[config.mk]
export PLATFORM = sky130hd
export DESIGN_NAME = register_file
export DESIGN_NICKNAME = d
export VERILOG_FILES = /design/src/rtl/register_file.sv
export SDC_FILE = /design/constraint.sdc
export NUM_CORES = 2
export LEC_CHECK = 0
export CAP_MARGIN = 20
export CORE_MARGIN = 1
export CORE_UTILIZATION = 60
export CTS_CLUSTER_DIAMETER = 30
export DETAILED_ROUTE_END_ITERATION = 10
export PLACE_DENSITY = 0.77
export SETUP_SLACK_MARGIN = 0.1
export SYNTH_ARGS = -nofsm -noshare
export SYNTH_HDL_FRONTEND = slang
export SYNTH_SLANG_ARGS = --single-unit
[constraint.sdc]
create_clock -name clk_in -period 4.65 [get_ports clk_in]
set_clock_uncertainty 0.15 [all_clocks]
set_input_delay 0.93 -clock clk_in [delete_from_list [all_inputs] [get_ports clk_in]]
set_output_delay 0.93 -clock clk_in [all_outputs]
set_load 0.02 [all_outputs]
[src/rtl/register_file.sv]
// Architectural register file with rename-tag table for the Tomasulo core.
// Optional macro RF_COMMIT_BYPASS_EN forwards a same-cycle commit onto the read ports.
module register_file #(
    parameter int ROB_WIDTH = 4
) (
    input  logic                 clk_in,
    input  logic                 rst_n_in,
    input  logic                 rdy_in,
    input  logic                 clr_in,

    input  logic                 issue_ready,
    input  logic [4:0]           issue_rd_id,
    input  logic [ROB_WIDTH-1:0] issue_rob_index,

    input  logic [4:0]           rs1_id,
    output logic                 rs1_busy,
    output logic [ROB_WIDTH-1:0] rs1_depend,
    output logic [31:0]          rs1_val,

    input  logic [4:0]           rs2_id,
    output logic                 rs2_busy,
    output logic [ROB_WIDTH-1:0] rs2_depend,
    output logic [31:0]          rs2_val,

    input  logic                 rob_to_rf_ready,
    input  logic [4:0]           rob_to_rf_reg_id,
    input  logic [31:0]          rob_to_rf_reg_val,
    input  logic [ROB_WIDTH-1:0] rob_to_rf_rob_index
);

    logic [31:0]          r_val  [32];
    logic [ROB_WIDTH-1:0] r_tag  [32];
    logic [31:0]          r_busy;

    logic w_commit_en;
    logic w_commit_match;
    logic w_issue_en;

    // The mispredicting branch commits alongside the clear, so a clear also lets a commit through.
    assign w_commit_en    = rob_to_rf_ready && (rdy_in || clr_in) && (rob_to_rf_reg_id != 5'd0);
    assign w_commit_match = r_busy[rob_to_rf_reg_id] &&
                            (r_tag[rob_to_rf_reg_id] == rob_to_rf_rob_index);
    assign w_issue_en     = issue_ready && rdy_in && !clr_in && (issue_rd_id != 5'd0);

    always_ff @(posedge clk_in or negedge rst_n_in) begin
        if (!rst_n_in) begin
            r_busy <= '0;
            // NOTE: the value array is reset explicitly because x-reads after reset must return 0.
            for (int i = 0; i < 32; i++) begin
                r_val[i] <= '0;
                r_tag[i] <= '0;
            end
        end else begin
            if (w_commit_en) begin
                r_val[rob_to_rf_reg_id] <= rob_to_rf_reg_val;
            end

            if (clr_in) begin
                r_busy <= '0;
                for (int i = 0; i < 32; i++) begin
                    r_tag[i] <= '0;
                end
            end else begin
                if (w_commit_en && w_commit_match) begin
                    r_busy[rob_to_rf_reg_id] <= 1'b0;
                end
                // NOTE: the last non-blocking assignment wins, so issue overrides a same-register commit clear.
                if (w_issue_en) begin
                    r_busy[issue_rd_id] <= 1'b1;
                    r_tag[issue_rd_id]  <= issue_rob_index;
                end
            end
        end
    end

`ifdef RF_COMMIT_BYPASS_EN
    logic w_fwd1;
    logic w_fwd2;

    assign w_fwd1 = rob_to_rf_ready && rdy_in && (rob_to_rf_reg_id == rs1_id) && (rs1_id != 5'd0);
    assign w_fwd2 = rob_to_rf_ready && rdy_in && (rob_to_rf_reg_id == rs2_id) && (rs2_id != 5'd0);
`endif

    always_comb begin
        rs1_val    = r_val[rs1_id];
        rs1_busy   = r_busy[rs1_id];
        rs1_depend = r_busy[rs1_id] ? r_tag[rs1_id] : '0;
`ifdef RF_COMMIT_BYPASS_EN
        if (w_fwd1) begin
            rs1_val = rob_to_rf_reg_val;
            if (r_busy[rs1_id] && (r_tag[rs1_id] == rob_to_rf_rob_index)) begin
                rs1_busy   = 1'b0;
                rs1_depend = '0;
            end
        end
`endif
    end

    always_comb begin
        rs2_val    = r_val[rs2_id];
        rs2_busy   = r_busy[rs2_id];
        rs2_depend = r_busy[rs2_id] ? r_tag[rs2_id] : '0;
`ifdef RF_COMMIT_BYPASS_EN
        if (w_fwd2) begin
            rs2_val = rob_to_rf_reg_val;
            if (r_busy[rs2_id] && (r_tag[rs2_id] == rob_to_rf_rob_index)) begin
                rs2_busy   = 1'b0;
                rs2_depend = '0;
            end
        end
`endif
    end

endmodule
==> reports/results.ini <==
[synth]
ys_warn_count=0
synth-edff-count=0
synth_cell_types=42
synth.avg_cell_area_um2=15.7
syn_nets=4148
syn_inst=4082
synthArstFlopShare_pct=100
ys.flop_type=dfrtp_1
ys_seq_elements=1184
ys_seq_area_share_pct=46.1
syn-cell-area_mm2=0.0643

[layout]
area_delta_synth_final_pct=22.4
postLayoutCellArea_mm2=0.0786
drive_gt1_share_pct=57.2
fin_util_pct=74.4
fin_nets=4361

[hold_path]
hold_class=reg -> reg
hold_depth=0
hp-start=r_val[997]
hold_end=r_val[997]

[critical_path]
cp_slowest_cell=clkdlybuf4s50_1
cp_top_family=multiplexers
reg2reg_to=r_busy[18]
crit_required_ns=3.57
ff2ff_setup_slack_ns=1.73
reg2reg_from=r_tag[58]
critPathMaxStageDelay_ns=0.54
cp_num_buf_inv=4
cp_cell_sequence=buf_8 > buf_12 > buf_12 > mux4_2 > mux4_2 > mux2_2 > clkdlybuf4s50_1
worstSetupEndpointType=output pin
cp-start-kind=input port
crit_type=in -> out
worstRegToRegCells=8
crit_start=rs1_id[0]
cp_max_fo=17
arrival_ns=3.46

[timing]
grt_setup_unrepaired=yes
worst_slack_ns=0.107
slew_violations=0
tightestPinTransition_ns=1.13
max_clock_freq_mhz=220
slew_headroom_pct=24.6
setup_tns_ns=0
finalCriticalPeriod_ns=4.54
finalSetupViolations=0
hold_viol_final=0
post-route-period-util_pct=97.7

[floorplan]
io_pins=140
core_area_mm2=0.106
die_w_um=329
floorplan.initialDensity_pct=60.8
die_h_um=329
dieArea_mm2=0.108
rows=119

[outcome]
violations=DRC
outcome=finished, violations left

[grt]
grt_pass1_vias=44800
busiest_layer=met2
met2_usage_pct=55.5
grt_first_pass_wirelength_mm=290
grt_max_degree=129
track_usage_pct=36.4
grt_use_met1_pct=50.2
grt.overflow.total=0
antenna_found_initial=5
met3_usage_pct=8.45

[clock_tree]
clk_latency_ns=0.86
clk_path_buf_depth=4
root_buffer=clkbuf_16
cts_tree=yes
cts_num_sinks=1184
cts_htree_levels=5
clk_pin_slew_ns=0.04
numCtsBuffers=280

[pwr]
ir_drop_uv=389
leakage_nw=34.2
p_per_area_mw_per_mm2=486

[flow_run]
cap_violations=0

[route]
ant_nets=0
detail_route.iter0.violations=4824
drc=7
finalWirelength_mm=191
vias_per_cell=7.20
wl_per_cell_um=32.5
route.vias.total=42300
first_pass_iters=9

[placed_design]
numPortBuffers=139
place_ws_ns=0.0706
gp_congestion=0.931
dpl-instance-area_mm2=0.0691
dpl.hpwl_mm=110

## worst max-delay path by stage
stage / end / slack (ns) / cells after the start
after CTS: rs1_val[22] / 0.10 / 7
after floorplan: rs1_val[23] / 0.27 / 6
after global placement: rs2_val[1] / 0.08 / 6
after global routing: rs1_val[8] / 0.06 / 7
after detailed placement: rs2_val[1] / 0.07 / 6
final: rs1_val[30] / 0.11 / 7
## worst register-to-register path, cell delays in order (launching register included)
cell,delay [ns]
dfrtp_1,0.40
mux2i_1,0.33
o22ai_1,0.14
nor4_1,0.37
a21oi_1,0.12
or4_4,0.60
nor4_4,0.22
buf_12,0.23
a311oi_1,0.19
## where the power goes
group / total, W / leakage, nW / internal (W) / switching, W
registers: 0.0130 / 15.6 / 0.0118 / 0.00119
logic: 0.00567 / 14.0 / 0.00347 / 0.00220
clock network: 0.0195 / 4.56 / 0.0135 / 0.00603
## area by class of cell
type,count,area [um^2]
clock buffer,352,7860
multi-input combinational,2420,33000
sequential,1184,29600
fill,6123,27100
timing repair buffer,396,4770
tap,1391,1740
antenna,2,5.00
clock inverter,123,1540
inverter,13,48.8
## cells by family (layout without fill, tap and decap cells)
kind of cell / Yosys count / count (layout) / share of synthesized area [%]
xor+xnor: 2 / 2 / 0.0273
flops: 1184 / 1184 / 46.1
simple gates: 331 / 331 / 2.41
compound gates: 100 / 100 / 1.01
mux: 1987 / 1987 / 47.6
buf+inv: 478 / 884 / 2.87
other cells: 0 / 2 / 0
## metal layers
metal  part of all wire, %  up-vias
met4                   4.5        4
li1                      -    16400
met1                    39    23000
met2                    48     2363
met5                 0.013        -
met3                   9.0      543
## state kept, by name, summed over array words and instances, names as in the netlist
name,count
r_tag,128
r_val,1024
r_busy,32
## synthesized netlist by cell type, types with 3 or more instances
library cell / count / area, um^2
buf_4: 3 / 22.5
nor2b_1: 9 / 56.3
mux2i_1: 180 / 1800
or4bb_1: 5 / 56.3
or4b_1: 4 / 40.0
nor3b_1: 5 / 37.5
mux2_2: 1060 / 11900
nand3_1: 22 / 110
nand4b_1: 4 / 35.0
nor3_1: 10 / 50.1
buf_1: 63 / 236
nand2b_1: 7 / 43.8
clkbuf_1: 367 / 1380
nand3b_1: 3 / 22.5
nor2_1: 183 / 687
buf_2: 32 / 160
a211oi_1: 15 / 113
o21ai_0: 4 / 20.0
mux4_2: 747 / 16800
a21oi_1: 28 / 140
a221oi_1: 5 / 43.8
inv_1: 13 / 48.8
nand2_1: 48 / 180
nor4_1: 16 / 100
a311oi_1: 12 / 105
o22ai_1: 32 / 200
dfrtp_1: 1184 / 29600
## cells in the final DEF (no fill, tap or decap), types with 6 or more instances in the layout
cell,netlist,layout
dfrtp_1,1184,1184
mux2_2,1060,1060
mux4_2,747,747
clkbuf_16,0,288
mux2i_1,180,179
nor2_1,183,162
buf_4,3,152
clkdlybuf4s50_1,0,107
buf_12,0,102
nand2_1,48,46
clkbuf_8,0,41
clkinv_2,0,34
o22ai_1,32,32
bufinv_16,0,29
clkinvlp_4,0,29
a21oi_1,28,28
clkbuf_1,367,23
nor2_4,0,21
nand3_1,22,20
inv_6,0,18
nor4_1,16,16
dlymetal6s2s_1,0,16
a211oi_1,15,15
inv_1,13,13
a311oi_1,12,12
clkinv_4,0,11
nor2b_1,9,9
nor3_1,10,7
buf_16,0,6
## through the flow
step | hold slack [ns] | power (W) | std cells
after global routing | 0.254 | 0.0393 | 5881
after global placement | 0.227 | 0.0184 | 5395
after CTS | 0.243 | 0.0383 | 5872
after floorplan | 0.291 | 0.0167 | 4082
after detailed placement | 0.233 | 0.0186 | 5396
final | 0.240 | 0.0382 | 5881
## repair_timing
action	4_1_cts	5_1_grt
setup buffers	0	5
hold endpoints to repair	1	0
hold buffers	1	0
endpoints found under the setup margin	4	35
pin swaps	0	0
gates resized for setup	6	20
Note: power is estimated with default switching activity, not from simulation.
